--- config.mk ---
export PLATFORM = sky130hd
export DESIGN_NAME = mem_port_arbiter
export DESIGN_NICKNAME = d
export VERILOG_FILES = /design/src/rtl/mem_port_arbiter.sv
export SDC_FILE = /design/constraint.sdc
export NUM_CORES = 1
export LEC_CHECK = 0
export BUFFER_PORTS_ARGS = -buffer_cell sky130_fd_sc_hd__buf_2
export CAP_MARGIN = 40
export CORE_ASPECT_RATIO = 0.7
export CORE_UTILIZATION = 30
export DETAILED_ROUTE_END_ITERATION = 6
export PLACE_DENSITY = 0.66
export SYNTH_ARGS = -nofsm -noshare
export SYNTH_HDL_FRONTEND = slang
export SYNTH_SLANG_ARGS = --single-unit
--- constraint.sdc ---
create_clock -name clk_i -period 3.55 [get_ports clk_i]
set_input_delay 0.5325 -clock clk_i [delete_from_list [all_inputs] [get_ports clk_i]]
set_output_delay 0.5325 -clock clk_i [all_outputs]
set_load 0.02 [all_outputs]
--- src/rtl/mem_port_arbiter.sv ---
// ============================================================================
//  mem_port_arbiter -- shares one data-memory port between LDQ loads and SDQ
//  committed-store drain; one outstanding transaction, loads have priority.
//  Optional: `define MEM_ARB_PERF_EN adds load/store/stall perf counters.
//  Revision: 1.0
// ============================================================================
`default_nettype none

module mem_port_arbiter #(
  parameter int LDQ_ENTRIES  = 8,
  parameter int STARVE_LIMIT = 4,
  localparam int TAG_W = (LDQ_ENTRIES > 1) ? $clog2(LDQ_ENTRIES) : 1
) (
  input  logic             clk_i,
  input  logic             rst_i,
  input  logic             flush_i,
  input  logic             ld_req_vld_i,
  input  logic [31:0]      ld_req_addr_i,
  input  logic [TAG_W-1:0] ld_req_tag_i,
  output logic             ld_req_rdy_o,
  input  logic             st_req_vld_i,
  input  logic [31:0]      st_req_addr_i,
  input  logic [31:0]      st_req_data_i,
  input  logic [3:0]       st_req_be_i,
  input  logic             st_urgent_i,
  output logic             st_req_rdy_o,
  output logic             mem_req_vld_o,
  output logic             mem_req_we_o,
  output logic [31:0]      mem_req_addr_o,
  output logic [31:0]      mem_req_wdata_o,
  output logic [3:0]       mem_req_be_o,
  input  logic             mem_req_rdy_i,
  input  logic             mem_rsp_vld_i,
  input  logic [31:0]      mem_rsp_data_i,
  output logic             ld_rsp_vld_o,
  output logic [TAG_W-1:0] ld_rsp_tag_o,
  output logic [31:0]      ld_rsp_data_o,
  output logic             st_done_o,
  output logic             busy_o
`ifdef MEM_ARB_PERF_EN
  ,
  output logic [31:0]      perf_ld_cnt_o,
  output logic [31:0]      perf_st_cnt_o,
  output logic [31:0]      perf_stall_cnt_o
`endif
);

  localparam int CNT_W = (STARVE_LIMIT < 1) ? 1 : $clog2(STARVE_LIMIT + 1);
  localparam logic [CNT_W-1:0] C_LIMIT = CNT_W'(STARVE_LIMIT);

  typedef enum logic [1:0] {
    IDLE     = 2'd0,
    REQ      = 2'd1,
    WAIT_RSP = 2'd2
  } state_t;

  state_t            r_state, w_state_nxt;
  logic [CNT_W-1:0]  r_starve_cnt, w_starve_nxt;
  logic              r_squash;
  logic              r_we;
  logic [31:0]       r_addr, r_wdata;
  logic [3:0]        r_be;
  logic [TAG_W-1:0]  r_tag;
  logic              r_ld_rsp_vld, r_st_done;
  logic [TAG_W-1:0]  r_ld_rsp_tag;
  logic [31:0]       r_ld_rsp_data;

  logic w_st_grant, w_ld_grant, w_ld_acc, w_st_acc, w_rsp_done, w_ld_ret;

  always_comb begin
    w_st_grant = st_req_vld_i &
                 (st_urgent_i | (r_starve_cnt >= C_LIMIT) | ~ld_req_vld_i);
    w_ld_grant = ld_req_vld_i & ~w_st_grant;
    // Accept strobes are forced low while reset is held so every output reads 0.
    w_ld_acc   = (r_state == IDLE) & w_ld_grant & ~flush_i & ~rst_i;
    w_st_acc   = (r_state == IDLE) & w_st_grant & ~rst_i;
    w_rsp_done = (r_state == WAIT_RSP) & mem_rsp_vld_i;
    w_ld_ret   = w_rsp_done & ~r_we & ~r_squash & ~flush_i;

    w_state_nxt = r_state;
    case (r_state)
      IDLE:     if (w_ld_acc | w_st_acc) w_state_nxt = REQ;
      REQ:      if (mem_req_rdy_i)       w_state_nxt = WAIT_RSP;
      WAIT_RSP: if (mem_rsp_vld_i)       w_state_nxt = IDLE;
      default:                           w_state_nxt = IDLE;
    endcase

    w_starve_nxt = r_starve_cnt;
    if (!st_req_vld_i || w_st_acc)
      w_starve_nxt = '0;
    else if ((r_state == IDLE) && w_ld_grant && (r_starve_cnt < C_LIMIT))
      w_starve_nxt = r_starve_cnt + 1'b1;
  end

  always_ff @(posedge clk_i or posedge rst_i) begin
    if (rst_i) r_state <= IDLE;
    else       r_state <= w_state_nxt;
  end

  always_ff @(posedge clk_i or posedge rst_i) begin
    if (rst_i) begin
      r_starve_cnt  <= '0;
      r_squash      <= 1'b0;
      r_we          <= 1'b0;
      r_addr        <= '0;
      r_wdata       <= '0;
      r_be          <= '0;
      r_tag         <= '0;
      r_ld_rsp_vld  <= 1'b0;
      r_st_done     <= 1'b0;
      r_ld_rsp_tag  <= '0;
      r_ld_rsp_data <= '0;
    end else begin
      r_starve_cnt <= w_starve_nxt;
      if (w_ld_acc) begin
        r_we    <= 1'b0;
        r_addr  <= ld_req_addr_i;
        r_wdata <= '0;
        r_be    <= 4'hF;
        r_tag   <= ld_req_tag_i;
      end else if (w_st_acc) begin
        r_we    <= 1'b1;
        r_addr  <= st_req_addr_i;
        r_wdata <= st_req_data_i;
        r_be    <= st_req_be_i;
      end
      // Squash lives only for the current load; cleared on the way back to IDLE.
      if (w_state_nxt == IDLE)
        r_squash <= 1'b0;
      else if (flush_i && !r_we && (r_state != IDLE))
        r_squash <= 1'b1;
      r_ld_rsp_vld <= w_ld_ret;
      r_st_done    <= w_rsp_done & r_we;
      if (w_ld_ret) begin
        r_ld_rsp_tag  <= r_tag;
        r_ld_rsp_data <= mem_rsp_data_i;
      end
    end
  end

  assign ld_req_rdy_o    = w_ld_acc;
  assign st_req_rdy_o    = w_st_acc;
  assign mem_req_vld_o   = (r_state == REQ);
  assign mem_req_we_o    = r_we;
  assign mem_req_addr_o  = r_addr;
  assign mem_req_wdata_o = r_wdata;
  assign mem_req_be_o    = r_be;
  assign ld_rsp_vld_o    = r_ld_rsp_vld;
  assign ld_rsp_tag_o    = r_ld_rsp_tag;
  assign ld_rsp_data_o   = r_ld_rsp_data;
  assign st_done_o       = r_st_done;
  assign busy_o          = (r_state != IDLE);

`ifdef MEM_ARB_PERF_EN
  logic [31:0] r_perf_ld, r_perf_st, r_perf_stall;

  always_ff @(posedge clk_i or posedge rst_i) begin
    if (rst_i) begin
      r_perf_ld    <= '0;
      r_perf_st    <= '0;
      r_perf_stall <= '0;
    end else begin
      if (w_rsp_done && !r_we)                 r_perf_ld    <= r_perf_ld + 32'd1;
      if (w_rsp_done && r_we)                  r_perf_st    <= r_perf_st + 32'd1;
      if ((r_state == REQ) && !mem_req_rdy_i)  r_perf_stall <= r_perf_stall + 32'd1;
    end
  end

  assign perf_ld_cnt_o    = r_perf_ld;
  assign perf_st_cnt_o    = r_perf_st;
  assign perf_stall_cnt_o = r_perf_stall;
`endif

endmodule

`default_nettype wire

==> results <==
- The run finished with clean final reports.
- The number of detailed-routing iterations run before antenna repair is 5.
- The post-cts gate resize count is 0.
- The via count of the first global-routing pass came to 4524.
- The classification of the worst setup path is reg2out.
- The most common cell after layout, fill and taps aside is sky130_fd_sc_hd__buf_2.
- In this run the horizontal extent of the chip is 161 um.
- Once the clock tree was built, the setup fixing pass inserted 0 buffers.
- The floorplan step defined a die boundary enclosing 18200 um2.
- The kind of launch point of the worst setup path is a flip-flop.
- The detail-routed via count per cell is 4.77.
- The growth of design area from synthesis to finish is 39.1%.
- IR analysis of the VDD net gives a maximum drop of 0.334 mV.
- The maximum level of the CTS H-tree is 4.
- The clock buffer count from CTS is 17.
- The total global routing overflow is 0.
- The top cell types in the final layout, fill and taps aside, are sky130_fd_sc_hd__buf_2, sky130_fd_sc_hd__dfrtp_1, sky130_fd_sc_hd__inv_1.
- The data required time at the worst endpoint is 3020 ps.
- The register clock-pin slew on the reported worst setup and hold paths is 60 ps.
- Detailed placement ended at an HPWL of 10100 um.
- The slew at the pin with the worst max-slew slack is 775 ps.
- The post-synthesis area per instance is 11.3 um2.
- The shortest period the worst path allows is 2550 ps.
- The count of different cell masters after synthesis is 41.
- In this run, synthesis inferred 0 flip-flops with an integrated enable.
- The fraction of layout cells with a size suffix above 1 is 0.479.
- The maximum buffer depth of the clock tree is 2.
- In this run the power density over the cells is 819 nW/um2.
- The sequential element share of the synthesized area is 0.543.
- The share of synthesized flip-flops with an asynchronous set or reset is 1.00.
- Among all flip-flop cells after synthesis, the most frequent one is sky130_fd_sc_hd__dfrtp_1.
- The post-synth net total is 613.
- In this run the tightest slew margin relative to its limit is 0.483.
- Dividing the detail-routed wire length by the instance count gives 15.4 um.
- The initial antenna violation count is 2.
- The number of pins with negative max-slew slack in the final report is 0.
- The number of warning messages in the yosys log is 0.
- Counting flops and latches in the post-synthesis netlist gives 115.
- After the last flow step, the layout net total stands at 854.
- In this run the vertical extent of the chip is 113 um.
- The aggregate routed wire length is 14700 um.
- The first global-routing pass estimated 23600 um of wire.
- The reported leakage power is 3.98 nW.
- The number of cell rows is 40.
- The path class of the lowest-slack min-delay path is in2async.
- The setup-violating endpoint count in the final report is 0.
- Setup total negative slack on the finished layout was measured at 0 ps.
- After floorplanning, the core was sized to cover 17200 um2.
- The total of fill cells in the finished design is 1671.
- The worst setup path startpoint is r_state[1].
- The DRC violation total after the first TritonRoute iteration is 213.
- Setup repair after global routing left no endpoint under its margin.
- The count of placed standard cells in the final layout, fillers left out is 955.
- Once detail routing completed, the nets flagged for antenna violations numbered 0.
- The routability congestion estimate is 0.761.
- The detailed router placed 4556 vias in this run.
- The final cycle utilization of the critical path is 0.718.
- STA classifies the critical path endpoint as a primary output.
- The setup skew after layout is 7.59 ps.
- The I/O pin count is 253.
- Static timing analysis puts the maximum clock frequency at 392 MHz.
- TritonCTS built the clock tree.
- Data on the critical path arrives at its endpoint at 2020 ps.
- In the global route stage, overall resource usage came out at 0.166.
- In this run, post-CTS hold repair placed 0 buffers.
- The reported max-cap violation count is 0.
- In this run the tool buffered the top-level ports with 252 buffer cells.
- The post-placement cell count is 922.
- For this run, design rule violations remaining after detail routing come to 0.
- Counting every instance in the synthesized netlist gives 469.
- The netlist area before placement is 5300 um2.
- The later pin in the worst-skew pair is clocked with a latency of 400 ps.
- The number of hold violations in the final report is 0.
- The library cell used as clock root buffer is sky130_fd_sc_hd__clkbuf_16.
- The initial utilization of the core area, before any placement, comes to 0.308.
- The pin count of the biggest net entering global routing is 70.
- The source of the worst register-to-register timing path is r_state[1].
- In this run the worst path has a maximum fanout of 37.
- The clock net sink count is 115.
-- metal layers --
layer | GRT usage | share of wire | up-vias
met5 | 0 | 0.00088 | -
met3 | 0.0546 | 0.079 | 13
met2 | 0.248 | 0.45 | 197
li1 | - | - | 2157
met4 | 0.0516 | 0.011 | 2
met1 | 0.227 | 0.46 | 2187
-- power by group --
| group | switching, mW | internal, mW | total [mW] |
|---|---|---|---|
| clock network | 0.633 | 1.20 | 1.84 |
| registers | 0.273 | 1.81 | 2.09 |
| logic | 1.28 | 0.840 | 2.12 |
-- logic make-up (layout without fill, tap and decap cells) --
| group | after synthesis | in the layout | synth area share |
|---|---|---|---|
| multiplexers | 38 | 38 | 0.101 |
| AND/OR/NAND/NOR | 83 | 83 | 0.102 |
| buffers and inverters | 142 | 396 | 0.117 |
| flip-flops | 115 | 115 | 0.543 |
| adder cells (fa/ha/maj) | 1 | 1 | 0.00236 |
| AO/OA/AOI/OAI | 90 | 90 | 0.134 |
| other | 0 | 1 | 0 |
-- through the flow --
stage | utilization | power, mW | area, um2 | worst slack (ps) | hold slack [ps]
6_report | 0.428 | 6.04 | 7370 | 1000 | 219
5_1_grt | 0.428 | 6.38 | 7360 | 820 | 238
4_1_cts | 0.428 | 6.10 | 7360 | 959 | 213
3_5_place_dp | 0.391 | 4.22 | 6720 | 1110 | 488
3_3_place_gp | 0.391 | 4.19 | 6720 | 1130 | 486
2_1_floorplan | - | 3.46 | 5300 | 1500 | 477
-- worst paths after layout --
path | endpoint | slack (ps) | cells past startpoint
min | r_starve_cnt[1] | 220 | 2
max reg2reg | r_tag[1] | 1220 | 6
max in group asynchronous | ld_rsp_data_o[9] | 2540 | 3
min in group clk_i | ld_rsp_data_o[1] | 360 | 2
min reg2reg | ld_rsp_tag_o[0] | 500 | 1
max | ld_req_rdy_o | 1000 | 5
-- synth_stat cells, types with 2 or more instances --
cell | count | area (um2)
sky130_fd_sc_hd__o31ai_1 | 32 | 240
sky130_fd_sc_hd__mux2_4 | 29 | 435
sky130_fd_sc_hd__o221ai_1 | 32 | 280
sky130_fd_sc_hd__clkbuf_1 | 23 | 86.3
sky130_fd_sc_hd__buf_2 | 9 | 45.0
sky130_fd_sc_hd__mux2_2 | 9 | 101
sky130_fd_sc_hd__nand2b_1 | 2 | 12.5
sky130_fd_sc_hd__inv_1 | 100 | 375
sky130_fd_sc_hd__o21ai_0 | 3 | 15.0
sky130_fd_sc_hd__buf_6 | 2 | 22.5
sky130_fd_sc_hd__a31oi_1 | 6 | 37.5
sky130_fd_sc_hd__buf_12 | 3 | 60.1
sky130_fd_sc_hd__a21oi_1 | 5 | 25.0
sky130_fd_sc_hd__dfrtp_1 | 115 | 2880
sky130_fd_sc_hd__nor2_1 | 4 | 15.0
sky130_fd_sc_hd__nand3_2 | 2 | 20.0
sky130_fd_sc_hd__buf_4 | 3 | 22.5
sky130_fd_sc_hd__nand4_1 | 64 | 400
sky130_fd_sc_hd__a2bb2oi_1 | 4 | 35.0
-- flip-flops by register name (all words and copies together) (netlist names) --
| register | cells |
|---|---|
| ld_rsp_data_o | 32 |
| mem_req_addr_o | 32 |
| mem_req_wdata_o | 32 |
| mem_req_be_o | 4 |
| ld_rsp_tag_o | 3 |
| r_starve_cnt | 3 |
| r_tag | 3 |
| r_state | 2 |
| ld_rsp_vld_o | 1 |
| mem_req_we_o | 1 |
| r_squash | 1 |
| st_done_o | 1 |
-- area by class of cell --
type | instances | area [um2] | area share
inverters | 101 | 383 | 0.0520
clock inverters | 14 | 201 | 0.0273
well taps | 231 | 289 | 0.0392
flip-flops and latches | 115 | 2880 | 0.391
clock buffers | 18 | 439 | 0.0596
diodes | 1 | 2.50 | 0.000340
multi-input cells | 212 | 1820 | 0.247
repair buffers | 263 | 1360 | 0.184
-- worst max-delay path, cell delays in order, from the launching register on --
cell and delay, ps:
sky130_fd_sc_hd__dfrtp_1 500, sky130_fd_sc_hd__nor3b_1 450, sky130_fd_sc_hd__nand3_2 110, sky130_fd_sc_hd__buf_4 280, sky130_fd_sc_hd__inv_2 90, sky130_fd_sc_hd__buf_2 180
Note: power is estimated with default switching activity, not from simulation.
